`config.mk`:
```
export PLATFORM = sky130hd
export DESIGN_NAME = instr_fetch_unit
export DESIGN_NICKNAME = d
export VERILOG_FILES = /design/src/rtl/instr_fetch_unit.sv
export SDC_FILE = /design/constraint.sdc
export NUM_CORES = 1
export LEC_CHECK = 0
export ABC_AREA = 1
export CAP_MARGIN = 0
export CORE_ASPECT_RATIO = 1.1
export CORE_MARGIN = 2
export CORE_UTILIZATION = 40
export CTS_BUF_LIST = sky130_fd_sc_hd__clkbuf_4
export CTS_CLUSTER_SIZE = 40
export DETAILED_ROUTE_END_ITERATION = 8
export PLACE_DENSITY = 0.64
export SYNTH_ARGS = -nofsm -noshare
export SYNTH_HDL_FRONTEND = slang
export SYNTH_SLANG_ARGS = --single-unit
```
`constraint.sdc`:
```
create_clock -name clk -period 5.1 [get_ports clk]
set_input_delay 1.02 -clock clk [delete_from_list [all_inputs] [get_ports clk]]
set_output_delay 1.02 -clock clk [all_outputs]
set_load 0.005 [all_outputs]
```
`src/rtl/instr_fetch_unit.sv`:
```
// instr_fetch_unit
// Fetch-side initiator for the combinational-read instruction memory. Drives
// fetch_pc onto imem_pc, captures {pc, instr} pairs into a small prefetch FIFO
// and presents the FIFO head to decode. A redirect flushes the FIFO and
// restarts fetching at the word-aligned target.
//
// Optional feature: define FETCH_BOUND_CHECK_EN to stop fetching past
// MEM_BYTES - 4 and raise the sticky fetch_fault flag instead. Without the
// macro there is no range check and fetch_fault is tied low.
//
// Handshake (decode side): an entry transfers on every posedge where
// out_valid && out_ready are both high and redirect_valid is low. out_valid
// never depends on out_ready, and out_pc/out_instr hold stable while
// out_valid && !out_ready. A head presented during a redirect cycle is
// dropped by the flush, not transferred.

module instr_fetch_unit #(
  parameter logic [31:0] RESET_PC  = 32'h0000_0000,
  parameter int          DEPTH     = 2,
  parameter int          MEM_BYTES = 100
) (
  input  logic        clk,
  input  logic        reset,
  input  logic        fetch_en,
  output logic [31:0] imem_pc,
  input  logic [31:0] imem_instr,
  input  logic        redirect_valid,
  input  logic [31:0] redirect_pc,
  output logic        out_valid,
  input  logic        out_ready,
  output logic [31:0] out_instr,
  output logic [31:0] out_pc,
  output logic        fetch_fault
);

  localparam int          AW         = (DEPTH > 1) ? $clog2(DEPTH) : 1;
  localparam logic [AW:0] FULL_COUNT = (AW + 1)'(DEPTH);
  localparam logic [AW:0] ONE_COUNT  = (AW + 1)'(1);
  localparam logic [31:0] NOP_INSTR  = 32'h0000_0013;

  // Reject configurations the pointer arithmetic cannot support: pointers
  // wrap by overflowing AW bits, so DEPTH must be a power of two.
  generate
    if (DEPTH < 2 || (DEPTH & (DEPTH - 1)) != 0 || MEM_BYTES < 4) begin : g_bad_params
      $error("instr_fetch_unit: DEPTH must be a power of 2 >= 2 and MEM_BYTES >= 4");
    end
  endgenerate

  // Architectural state
  logic [31:0]   fetch_pc;
  logic [31:0]   pc_store    [DEPTH];
  logic [31:0]   instr_store [DEPTH];
  logic [AW-1:0] rd_ptr;
  logic [AW-1:0] wr_ptr;
  logic [AW:0]   count;

  // Per-cycle control
  logic        pop;
  logic        push_req;
  logic        push;
  logic        in_range;
  logic        has_room;
  logic [31:0] redirect_target;

  assign imem_pc         = fetch_pc;
  assign redirect_target = redirect_pc & 32'hFFFF_FFFC;

`ifdef FETCH_BOUND_CHECK_EN
  localparam logic [31:0] LAST_PC = 32'(MEM_BYTES - 4);
  assign in_range = (fetch_pc <= LAST_PC);
`else
  assign in_range = 1'b1;
`endif

  // Decide pop/push for this cycle; a redirect suppresses both.
  always_comb begin
    pop      = 1'b0;
    push_req = 1'b0;
    push     = 1'b0;
    has_room = (count < FULL_COUNT) || (out_valid && out_ready);
    if (!redirect_valid) begin
      pop      = out_valid && out_ready;
      push_req = fetch_en && has_room;
      push     = push_req && in_range;
    end
  end

  // Fetch address: reset vector, redirect target, or next sequential word.
  always_ff @(posedge clk) begin
    if (reset) begin
      fetch_pc <= RESET_PC;
    end else if (redirect_valid) begin
      fetch_pc <= redirect_target;
    end else if (push) begin
      fetch_pc <= fetch_pc + 32'd4;
    end
  end

  // FIFO pointers and occupancy; flushed by reset or redirect.
  always_ff @(posedge clk) begin
    if (reset || redirect_valid) begin
      rd_ptr <= '0;
      wr_ptr <= '0;
      count  <= '0;
    end else begin
      if (push) begin
        wr_ptr <= wr_ptr + 1'b1;
      end
      if (pop) begin
        rd_ptr <= rd_ptr + 1'b1;
      end
      case ({push, pop})
        2'b10:   count <= count + ONE_COUNT;
        2'b01:   count <= count - ONE_COUNT;
        default: count <= count;
      endcase
    end
  end

  // FIFO storage: capture {fetch_pc, imem_instr} at the tail on push.
  always_ff @(posedge clk) begin
    if (push) begin
      pc_store[wr_ptr]    <= fetch_pc;
      instr_store[wr_ptr] <= imem_instr;
    end
  end

`ifdef FETCH_BOUND_CHECK_EN
  // Sticky out-of-range flag; only reset or a redirect clears it.
  always_ff @(posedge clk) begin
    if (reset || redirect_valid) begin
      fetch_fault <= 1'b0;
    end else if (push_req && !in_range) begin
      fetch_fault <= 1'b1;
    end
  end
`else
  assign fetch_fault = 1'b0;
`endif

  // Head presentation; an empty FIFO shows a NOP at pc 0.
  always_comb begin
    out_valid = (count != '0);
    out_instr = NOP_INSTR;
    out_pc    = 32'h0000_0000;
    if (out_valid) begin
      out_instr = instr_store[rd_ptr];
      out_pc    = pc_store[rd_ptr];
    end
  end

endmodule

```
# After elaboration in Yosys (flattened, before gate mapping)
# Memory sizes are Yosys's and may differ from the RTL's. A register that Yosys moved wholly into a read port is not among the register bits.
# Cells that the tools add are included.
[word_totals] in_bits=69 reg_bits=36 mem_bits_rw=128 elab_cells=36 out_inout_bits=98 n_memories=2
[mem_list] memory="instr_store" words=2 width=32 read_ports=1 rd_ports_with_merged_regs=1 wr=1 line_no="52" source="logic [31:0] instr_store [DEPTH];"
[mem_list] memory="pc_store" words=2 width=32 read_ports=1 rd_ports_with_merged_regs=1 wr=1 line_no="51" source="logic [31:0] pc_store [DEPTH];"
[classes] n_reduce_logical=8 add_sub_neg=5 muxes=13 n_eq_ne=2 n_lt_le_gt_ge=1
[op_table] op="2-to-1 mux 32 bit" n=4
[op_table] op="adder 32 x 3 -> 32 bit (second input constant)" n=1
[op_table] op="2-to-1 mux 1 bit" n=8
[op_table] op="nonzero test 2 bit" n=3
[op_table] op="one-hot mux 2 bit (2 select lines)" n=1
[op_table] op="adder 1 bit (second input constant)" n=2
[op_table] op="adder 2 x 1 -> 2 bit (second input constant)" n=1
[op_table] op="equality test 2 x 1 -> 1 bit (second input constant)" n=1
[op_table] op="equality test 2 bit (second input constant)" n=1
[op_table] op="logical AND 1 bit" n=2
[op_table] op="logical OR 1 bit" n=2
[op_table] op="less-than comparator 2 bit (second input constant)" n=1
[op_table] op="OR reduction 2 bit" n=1
[op_table] op="subtractor 2 x 1 -> 2 bit (second input constant)" n=1

# Logic depth before layout (Yosys ltp)
[logic_depth] word_depth=7 mapped_depth=10 ltp_nobuf=10

# Worst setup path after synthesis
# OpenSTA, ideal clock, no wires.
[synth_timing] kind="input to register" start="input port redirect_valid" end="memory instr_store[0][0], enable pin" stages=4 n_path_buf=1 t_arrival_ns=4.086 t_required_ns=4.616 setup_ns=0.484 slack_ns=0.530 cell_sequence="buf_2 > nor2_4 > inv_1 > nor2_1"
[synth_between] elab_chain_cells=3
[synth_lines] element="start: declaration" line_no="27" source="input logic redirect_valid,"
[synth_lines] element="2-to-1 mux 1 bit" line_no="81" source="if (!redirect_valid) begin"
[synth_lines] element="2-to-1 mux 1 bit" line_no="122" source="if (push) begin"
[synth_lines] element="2-to-1 mux 1 bit (implied by the code)" line_no="124" source="instr_store[wr_ptr] <= imem_instr;"
[synth_lines] element="end: declaration" line_no="52"
# Every way passes these cells.

# Worst setup path after layout
[layout_timing] start="register count[0]" end="output port out_pc[14]"
[layout_between] elab_chain_cells=2
[layout_lines] element="start: declaration" line_no="55" source="logic [AW:0] count;"
[layout_lines] element="start signal: assignment" line_no="113" source="2'b10: count <= count + ONE_COUNT;"
[layout_lines] element="start signal: assignment" line_no="114" source="2'b01: count <= count - ONE_COUNT;"
[layout_lines] element="start signal: assignment" line_no="115" source="default: count <= count;"
[layout_lines] element="nonzero test 2 bit" line_no="143" source="out_valid = (count != '0);"
[layout_lines] element="2-to-1 mux 32 bit" line_no="146" source="if (out_valid) begin"
[layout_lines] element="end: declaration" line_no="32" source="output logic [31:0] out_pc,"
# Every way passes these cells.

==> results.tsv <==
metric	value	unit
run_status	finished, final reports clean	
pin_count	167	
rsz0062_at_grt	false	
swShare	23.3	%
fin_setup_tns	0	ps
post-route-period-util	71.8	%
drv_slew	0	
cts-root-buf	clkbuf_4	
grt-ovfl-total	0	
grt_use_total	18.6	%
maxCapViolCount	0	
portBuffers	159	
path_cells	nor2_4 -> buf_4 -> a21oi_1 -> clkdlybuf4s50_1	
cts_setup_buffers	0	
die_w	130	um
ys.flop_type	edfxtp_1	
clk_latency	540	ps
drt_iter0_drc	300	
grt_use_met3	4.01	%
worstSetupPathType	reg -> out	
ant_nets	0	
cts_tree	done	
path_buf_inv	2	
finalWirelength	17100	um
nets	980	
async_reset_ff_share	0	%
grt_max_degree	63	
leakagePower	3.27	nW
drtPass1Iterations	4	
start_kind	flop	
antenna_found_initial	1	
die-area	18600	um2
netlist_area	7020	um2
post_route_cells_drive_above_1_share	6.83	%
ir_drop	0.111	mV
max_freq	273	MHz
syn_inst	754	
cp_max_fo	36	
grtUsageMet1	23.5	%
setup_viol	0	
hpwl	11400	um
intPower	1.91	mW
fp.coreArea	17100	um2
p_clk_share	31.3	%
grt_pass1_vias	5054	
power_frac_seq	59.4	%
vias_per_cell	4.75	
worst_path_max_delay_cell	nor2_4	
cts_hold_buf	0	
relSlewSlack	39.0	%
clockBufferDepth	2	
cts_buffers	17	
drc	0	
grt_pass1_wl	25900	um
power_frac_comb	9.3	%
hold_viol_final	0	
n_fill_cell	1605	
switchingPower	0.582	mW
synth_enable_flop_cells	124	
mostFrequentLayoutCells	279 x nand2_1, 159 x clkdlybuf4s50_1, 124 x edfxtp_1	
clkSinkCount	159	
crit_arrival	2640	ps
htreeDepth	4	
finalClockSkew	20.6	ps
start_util	41.0	%
die_height	143	um
rows	50	
synth_seq_area_share	63.0	%
grt_util_met2	31.4	%
layout.cells.most_common	nand2_1	
period_needed	3660	ps
synth_seq_cells	159	
crit_family	buffers and inverters	
postSynthAreaPerCell	9.31	um2
required	4080	ps
dr_total_vias	5491	
hold_path.class	reg -> reg	
power.density	272	nW/um2
syn2layout_area_growth	30.6	%
finalPower	2.49	mW
gr-max-usage-layer	met2	
synth_cell_types	28	
crit_path_end_kind	output port	
yosys_warnings	0	
cpPeakStageDelay	710	ps
cts_repair_resize_count	0	
clk_pin_slew	140	ps
place_congestion	0.816	
wire_per_inst	14.8	um
worst_slew_pin_slew	912	ps
==> through the flow <==
stage	hold slack (ps)	area, um2	util, %	cells	setup slack [ps]
3_5_place_dp	464	8870	51.7	1124	1850
3_3_place_gp	454	8870	51.7	1124	1870
4_1_cts	492	9170	53.5	1156	1330
2_1_floorplan	447	7040	-	758	530
6_report	491	9170	53.5	1157	1440
5_1_grt	525	9170	53.5	1157	1180
==> power groups by stage <==
| stage | clock network, mW | logic, mW | registers [mW] |
|---|---|---|---|
| 2_1_floorplan | 0 | 0.0991 | 1.50 |
| 3_3_place_gp | 0 | 0.231 | 1.51 |
| 3_5_place_dp | 0 | 0.234 | 1.51 |
| 4_1_cts | 0.799 | 0.235 | 1.48 |
| 5_1_grt | 0.856 | 0.257 | 1.49 |
| 6_report | 0.780 | 0.232 | 1.48 |
==> Yosys cell counts (2+ instances only) <==
| library cell | instances | area, um2 |
|---|---|---|
| a21oi_1 | 86 | 430 |
| a31oi_1 | 7 | 43.8 |
| buf_2 | 6 | 30.0 |
| buf_4 | 6 | 45.0 |
| clkbuf_1 | 22 | 82.6 |
| dfxtp_1 | 35 | 701 |
| edfxtp_1 | 124 | 3720 |
| ha_1 | 2 | 25.0 |
| inv_1 | 53 | 199 |
| inv_2 | 3 | 11.3 |
| nand2_1 | 279 | 1050 |
| nand2_2 | 6 | 37.5 |
| nand3_1 | 20 | 100 |
| nor2_1 | 57 | 214 |
| nor2_2 | 3 | 18.8 |
| nor2_4 | 4 | 45.0 |
| nor3_1 | 2 | 10.0 |
| o21ai_0 | 13 | 65.1 |
| o21ai_1 | 7 | 35.0 |
| xnor2_1 | 2 | 17.5 |
| xor2_1 | 10 | 87.6 |
==> final timing paths <==
kind            start  slack [ps]  cells after the start    endpoint
max          count[0]        1440                      4  out_pc[14]
min reg2reg    rd_ptr         490                      2        flop
min            rd_ptr         490                      2        flop
max reg2reg  count[0]        2600                      9    count[1]
==> flip-flops by register name (all words and copies together), names as in the netlist, named ones only <==
signal and cells:
rd_ptr 1, pc_store 60, imem_pc 30, instr_store 64, wr_ptr 1, count 2
==> worst register-to-register path: stages (launching register included) <==
cell and delay, ps:
dfxtp_1 390, nor2_4 710, inv_1 310, nand2_1 210, nor2_1 60, ha_1 330
inv_1 60, nand2_1 60, nor3_1 180, nor3_1 80
==> layer usage <==
layer / vias up / share of wire, %
li1: 2783 / -
met1: 2525 / 43
met2: 162 / 50
met3: 21 / 5.3
met4: 0 / 1.8
met5: - / 0
==> area by class of cell <==
cell class              count  area [um2]  area share, %
diodes                      1        2.50         0.0273
clock buffers              18         135           1.47
clock inverters            14         165           1.80
inverters                  56         210           2.29
multi-input cells         508        2260           24.7
flip-flops and latches    159        4430           48.2
well taps                 234         293           3.19
repair buffers            167        1680           18.3
==> logic make-up after synthesis <==
kind of cell | count (synthesis) | synth area share (%)
AO/OA/AOI/OAI | 116 | 8.64
XOR/XNOR | 12 | 1.50
adder cells (fa/ha/maj) | 2 | 0.356
buffers and inverters | 91 | 5.29
flip-flops | 159 | 63.0
other | 1 | 0.0534
AND/OR/NAND/NOR | 373 | 21.2
Note: power is estimated with default switching activity, not from simulation.
